--- src/rtl/regfile_param.sv ---
// Parameterised register file: two combinational read ports, one write port,
// sequenced bulk clear. Define REGFILE_WRITE_BYPASS_EN for same-cycle write-to-read forwarding.
module regfile_param #(
  parameter int WIDTH    = 16,
  parameter int ADDR_W   = 4,
  parameter int ZERO_REG = 1
) (
  input  logic              clk,
  input  logic              rst_n,
  input  logic              wr_en,
  input  logic [ADDR_W-1:0] wr_addr,
  input  logic [WIDTH-1:0]  wr_data,
  input  logic [ADDR_W-1:0] rd_addr1,
  input  logic [ADDR_W-1:0] rd_addr2,
  output logic [WIDTH-1:0]  rd_data1,
  output logic [WIDTH-1:0]  rd_data2,
  input  logic              clr_req,
  output logic              busy,
  output logic              clr_done
);

  localparam int DEPTH = 2 ** ADDR_W;

  typedef enum logic {
    IDLE  = 1'b0,
    CLEAR = 1'b1
  } state_e;

  state_e            state_q, state_d;
  logic [ADDR_W-1:0] clr_cnt_q, clr_cnt_d;
  logic              clr_done_q, clr_done_d;
  logic [WIDTH-1:0]  mem_q [DEPTH];
  logic              wr_ok;

  assign busy     = (state_q == CLEAR);
  assign clr_done = clr_done_q;

  // Writes to the hardwired zero register are discarded here, which also
  // keeps them out of the bypass path.
  assign wr_ok = wr_en && !busy && !((ZERO_REG != 0) && (wr_addr == '0));

  // NOTE: every signal driven in always_comb gets a default first so no latch is inferred.
  always_comb begin
    state_d    = state_q;
    clr_cnt_d  = clr_cnt_q;
    clr_done_d = 1'b0;
    case (state_q)
      IDLE: begin
        if (clr_req) begin
          state_d   = CLEAR;
          clr_cnt_d = '0;
        end
      end
      CLEAR: begin
        clr_cnt_d = clr_cnt_q + 1'b1;
        if (clr_cnt_q == ADDR_W'(DEPTH - 1)) begin
          state_d    = IDLE;
          clr_done_d = 1'b1;
        end
      end
      default: state_d = IDLE;
    endcase
  end

  // NOTE: sequential state uses non-blocking assignments so all flops update together.
  always_ff @(posedge clk or negedge rst_n) begin
    if (!rst_n) begin
      state_q    <= IDLE;
      clr_cnt_q  <= '0;
      clr_done_q <= 1'b0;
    end else begin
      state_q    <= state_d;
      clr_cnt_q  <= clr_cnt_d;
      clr_done_q <= clr_done_d;
    end
  end

  // NOTE: the storage array is reset on purpose: reset must clear every entry
  // asynchronously, so it is built from flops rather than a RAM macro.
  always_ff @(posedge clk or negedge rst_n) begin
    if (!rst_n) begin
      for (int i = 0; i < DEPTH; i++) mem_q[i] <= '0;
    end else if (busy) begin
      mem_q[clr_cnt_q] <= '0;
    end else if (wr_ok) begin
      mem_q[wr_addr] <= wr_data;
    end
  end

  function automatic logic [WIDTH-1:0] rd_mux(input logic [ADDR_W-1:0] addr);
    logic [WIDTH-1:0] val;
    val = mem_q[addr];
`ifdef REGFILE_WRITE_BYPASS_EN
    if (wr_ok && (addr == wr_addr)) val = wr_data;
`endif
    if ((ZERO_REG != 0) && (addr == '0)) val = '0;
    return val;
  endfunction

  always_comb begin
    rd_data1 = rd_mux(rd_addr1);
    rd_data2 = rd_mux(rd_addr2);
  end

endmodule

--- config.mk ---
export PLATFORM = sky130hd
export DESIGN_NAME = regfile_param
export DESIGN_NICKNAME = d
export VERILOG_FILES = /design/src/rtl/regfile_param.sv
export SDC_FILE = /design/constraint.sdc
export NUM_CORES = 1
export LEC_CHECK = 0
export CAP_MARGIN = 15
export CORE_MARGIN = 3
export CORE_UTILIZATION = 40
export DETAILED_ROUTE_END_ITERATION = 6
export DONT_BUFFER_PORTS = 1
export PLACE_DENSITY_LB_ADDON = 0.1
export SYNTH_ARGS = -nofsm -noshare
export SYNTH_HDL_FRONTEND = slang
export SYNTH_SLANG_ARGS = --single-unit
--- constraint.sdc ---
create_clock -name clk -period 5.5 [get_ports clk]
set_clock_uncertainty 0.2 [all_clocks]
set_input_delay 0.55 -clock clk [delete_from_list [all_inputs] [get_ports clk]]
set_output_delay 0.55 -clock clk [all_outputs]
set_load 0.005 [all_outputs]
Yosys cells after proc, flatten, opt, wreduce, memory -nomap -nowiden
Cells that the tools add are included.
- word-level logic and storage cells: 67
- register bits after elaboration: 262
- output and inout port bits: 34
- bitwise gates (word level): 7
- muxes and demuxes: 22
- $add $sub $neg: 1
- reduce and logical (&&, ||, !) cells: 10
- equal/unequal tests: 2
- order comparisons: 6
- operators with widths (operator ; count):
    $mux 256 ; 2
    $and 256x256->256 ; 1
    $bwmux 256 ; 1
    $not 256->256 ; 1
    $bmux 16 s4 ; 2
    $demux 16 s4 ; 2
    $mux 16 ; 8
    $ge 5x5->1 const B ; 4
    $not 4->5 ; 4
    $logic_not 4->1 ; 3
    $lt 5x1->1 const B ; 2
    $pmux 4 s2 ; 1
    $add 4x1->4 const B ; 1
    $eq 4x4->1 const B ; 1
    $logic_and 1x1->1 ; 4
    $mux 1 ; 4
    $mux 4 ; 1
    $logic_not 1->1 ; 2
    $ne 2x2->1 const B ; 1
    $pmux 1 s2 ; 1
    $reduce_bool 2->1 ; 1
    $not 1->1 ; 1

Logic depth before layout (Yosys ltp)
- depth after elaboration: 8
- mapped depth: 7
- gate-level depth less buffers: 4

Worst setup path after synthesis
OpenSTA, ideal clock, no wires.
- path kind: input-to-output
- start: in rd_addr2[1]
- end: out rd_data2[10]
- required time: 4.750 ns
- arrival time: 1.899 ns
- stages: 5
- setup slack: 2.851 ns
- cell sequence: buf_2 > buf_6 > buf_2 > mux4_2 > mux4_2
- word-level cells in the longest chain between the ends: 5
- elaborated cells between the ends (all ways): 6
- ends and longest elaborated chain (element ; RTL line ; source):
    start: declaration ; 14 ; input logic [ADDR_W-1:0] rd_addr2,
    $not 4->5 (implied by the code) ; 92 ; val = mem_q[addr];
    $bmux 16 s4 ; 92 ;
    $mux 16 (implied by the code) (2 in a row) ; 92 ;
    $mux 16 * ; 96 ; if ((ZERO_REG != 0) && (addr == '0)) val = '0;
    end: declaration ; 16 ; output logic [WIDTH-1:0] rd_data2,
Mark *: on every way between the ends. The rest lies on a longest branch, timed or not. The select of a mux whose other input is x is not followed.

Final worst setup path
- start: reg state_q (netlist: busy)
- end: reg mem_q[140] in the netlist's numbering
- word-level cells in the longest chain between the ends: 4
- elaborated cells between the ends (all ways): 5
- ends and longest elaborated chain (element ; RTL line ; source):
    start: declaration ; 29 ; state_e state_q, state_d;
    start signal: assignment ; 72 ; state_q <= state_d;
    $logic_not 1->1 ; 40 ; assign wr_ok = wr_en && !busy && !((ZERO_REG != 0) && (wr_addr == '0));
    $logic_and 1x1->1 (2 in a row) ; 40 ;
    $reduce_bool 2->1 (no source line) ; -- ;
    end signal: indexed assignment ; 86 ; mem_q[wr_addr] <= wr_data;
    end: declaration ; 32 ; logic [WIDTH-1:0] mem_q [DEPTH];
Several ways; a longest one is shown, not always the timed one.
A chain may end at the register's enable or synchronous reset.

==> impl_metrics.py <==
metrics = {
    "clock_network": {
        "tritoncts": "done",
        "clock_sinks": 247,
        "htree_levels": 1,
        "clock_path_buffers": 3,
        "clk_pin_slew_worst_paths_ns": 0.06,
        "clk_latency_ns": 0.55,
        "ctsHoldBuffers": 17,
        "cts.repair.resized": 0,
        "clockRootBuffer": "clkbuf_16",
        "cts-buffers-inserted": 29,
    },
    "cells_and_area": {
        "post-route-util": 0.448,
        "layout.nets": 888,
        "fillers": 2793,
        "drive_gt1_frac": 0.275,
        "syn_to_final_growth_pct": 9.67,
    },
    "power_and_ir_drop": {
        "peakVddDrop_uv": 248,
        "cellPowerDensity_nw_per_um2": 397,
        "p_leak_nw": 6.22,
        "totalPowerFinal_mw": 5.65,
    },
    "worst_setup_path": {
        "cp-start-kind": "flip-flop",
        "crit_path_end_kind": "flip-flop",
        "slowest_delay_ns": 0.94,
        "worstPathArrival_ns": 3.26,
        "slowest_stage": "nor2_2",
        "crit_fanout": 35,
        "crit_chain": "buf_4, nand4bb_1, nor2_2, a21oi_2, a22o_1",
        "critical_path_class": "reg -> reg",
        "required_ns": 5.73,
    },
    "logic_synthesis": {
        "synth_warnings": 0,
        "synth_top_cell_by_area": "dfrtp_1",
        "yosysTopAreaCellShare": 0.476,
        "syn_nets": 925,
        "synthArstFlopShare": 1.00,
        "synth_edf_count": 0,
        "syn-cell-area_um2": 13000,
        "avgSynthCellArea_um2": 14.6,
        "ys_ff_latch": 247,
        "synthFlopType": "dfrtp_1",
        "syn-instance-count": 888,
        "synth_top_cells_by_area": "dfrtp_1 48%, mux4_2 22%, a22o_1 17%",
        "seq_area_frac_synth": 0.476,
        "synth_cell_types": 41,
    },
    "sta": {
        "drv_slew": 0,
        "period_minus_slack_ns": 3.03,
        "fin_crit_sh": 0.551,
        "hold_ws_ns": -0.499,
        "rsz0062_at_grt": "false",
        "slew_headroom": 0.223,
        "setup_ws_ns": 2.47,
        "fin_setup_tns_ns": 0,
        "finalHoldViolCount": 247,
        "finalSetupViolations": 0,
        "worst_pin_slew_ns": 1.16,
        "max_freq_ghz": 0.330,
    },
    "routing": {
        "viasPerCell": 6.86,
        "wl_um": 45200,
        "routedWlPerCell_um": 34.5,
        "drc": 0,
        "drtPass1Iterations": 5,
        "ant_nets": 0,
        "vias": 9010,
        "drt-initial-drc-count": 1099,
    },
    "status": {
        "status": "complete, but fails checks",
        "violations": "negative hold slack",
    },
    "grt": {
        "grt_pass1_wl_um": 66900,
        "gr-total-overflow": 0,
        "grt_usage": 0.265,
        "grt_max_degree": 248,
        "antenna_found_initial": 13,
        "grt_pass1_vias": 9144,
    },
    "floorplan": {
        "die_area_um2": 34700,
        "start_util": 0.408,
        "num_rows": 65,
        "core_um2": 31800,
        "ios": 66,
        "dieHeight_um": 186,
        "die_x_um": 186,
    },
    "run": {
        "max_cap_violations": 0,
    },
    "place": {
        "portBuffers": 0,
        "dp_slack_ns": 2.51,
        "dp_hpwl_um": 26900,
        "place_congestion": 0.813,
    },
    "min_path": {
        "worst_hold_path_type": "in -> async",
    },
}
==> registers in the layout (all words and copies together) (netlist names) <==
name,count
mem_q,241
clr_cnt_q,4
busy,1
clr_done,1
==> power breakdown <==
group / internal (mW) / leakage (nW) / total, mW / switching (mW)
combinational: 0.640 / 2.34 / 1.32 / 0.684
sequential: 2.14 / 3.42 / 2.43 / 0.285
clock: 1.13 / 0.457 / 1.90 / 0.770
total: 3.91 / 6.22 / 5.65 / 1.74
==> cells by family (layout without fill, tap and decap cells) <==
family                   Yosys count  in the layout  share of synthesized area
buffers and inverters             99             81                     0.0389
adder cells (fa/ha/maj)            5              5                    0.00482
multiplexers                     159            159                      0.247
AO/OA/AOI/OAI                    314            314                      0.202
AND/OR/NAND/NOR                   62             62                     0.0305
flip-flops                       247            247                      0.476
XOR/XNOR                           2              2                    0.00135
other                              0              8                          0
==> critical path: cells and delay by family (launching register included) <==
family                 cells  cell delay [ns]
AND/OR/NAND/NOR            2             1.32
AO/OA/AOI/OAI              2             0.76
flip-flops                 1             0.36
buffers and inverters      1             0.25
==> metal layers <==
layer / track usage / vias up / part of all wire
met5: 0 / - / 0.0020
li1: - / 3558 / -
met4: 0.0721 / 16 / 0.029
met1: 0.392 / 4895 / 0.43
met3: 0.0832 / 84 / 0.10
met2: 0.382 / 457 / 0.44
==> cell usage after synthesis, drive strengths merged, types with 2 or more instances <==
| cell type | n |
|---|---|
| a211oi | 2 |
| a21o | 2 |
| a21oi | 33 |
| a22o | 254 |
| and3b | 2 |
| buf | 57 |
| clkbuf | 39 |
| dfrtp | 247 |
| ha | 5 |
| inv | 3 |
| mux2 | 30 |
| mux2i | 3 |
| mux4 | 126 |
| nand2 | 7 |
| nand2b | 4 |
| nand3 | 2 |
| nand4bb | 2 |
| nor2 | 32 |
| nor2b | 3 |
| nor3 | 4 |
| o21ai | 19 |
==> path summary, 6_finish.rpt <==
kind	from	endpoint	slack, ns	cells after the start
hold / removal	rst_n	mem_q[199]$_DFFE_PN0P_	-0.50	0
min in group clk	wr_data[2]	mem_q[2]$_DFFE_PN0P_	0.03	2
setup reg to reg	busy$_DFF_PN0_	mem_q[140]$_DFFE_PN0P_	2.47	5
setup / recovery	busy$_DFF_PN0_	mem_q[140]$_DFFE_PN0P_	2.47	5
max in group asynchronous	rst_n	mem_q[86]$_DFFE_PN0P_	5.10	0
hold reg to reg	mem_q[47]$_DFFE_PN0P_	mem_q[47]$_DFFE_PN0P_	0.32	1
==> timing repair <==
item / in CTS / in global routing
endpoints found under the hold margin: 476 / 247
buffers inserted: 0 / 0
endpoints found under the setup margin: 0 / 0
==> area by class of cell <==
class	instances	area (µm²)	share of cell area
antenna	8	20.0	0.00141
timing repair buffer	28	253	0.0178
sequential	247	6180	0.434
clock buffer	46	880	0.0618
inverter	3	11.3	0.000791
clock inverter	4	45.0	0.00316
multi-input combinational	542	6300	0.443
tap	435	544	0.0382
==> layout by cell type, fill, tap and decap left out, drive strengths merged, types with 2 or more instances in the layout <==
master / synthesis / final
a211oi: 2 / 2
a21o: 2 / 2
a21oi: 33 / 33
a22o: 254 / 254
and3b: 2 / 2
buf: 57 / 11
clkbuf: 39 / 46
clkinv: 0 / 3
dfrtp: 247 / 247
diode: 0 / 8
dlygate4sd3: 0 / 17
ha: 5 / 5
inv: 3 / 3
mux2: 30 / 30
mux2i: 3 / 3
mux4: 126 / 126
nand2: 7 / 7
nand2b: 4 / 4
nand3: 2 / 2
nand4bb: 2 / 2
nor2: 32 / 32
nor2b: 3 / 3
nor3: 4 / 4
o21ai: 19 / 19
==> per-stage QoR <==
stage                     cell area (µm²)  std cells  hold slack, ns
after floorplan                     13000        888          0.0544
after global placement              13100       1238          0.0652
after detailed placement            13100       1238          0.0652
after CTS                           14200       1305          -0.515
after global routing                14200       1309          -0.510
final                               14200       1313          -0.499
(Power assumes the default switching activity.)
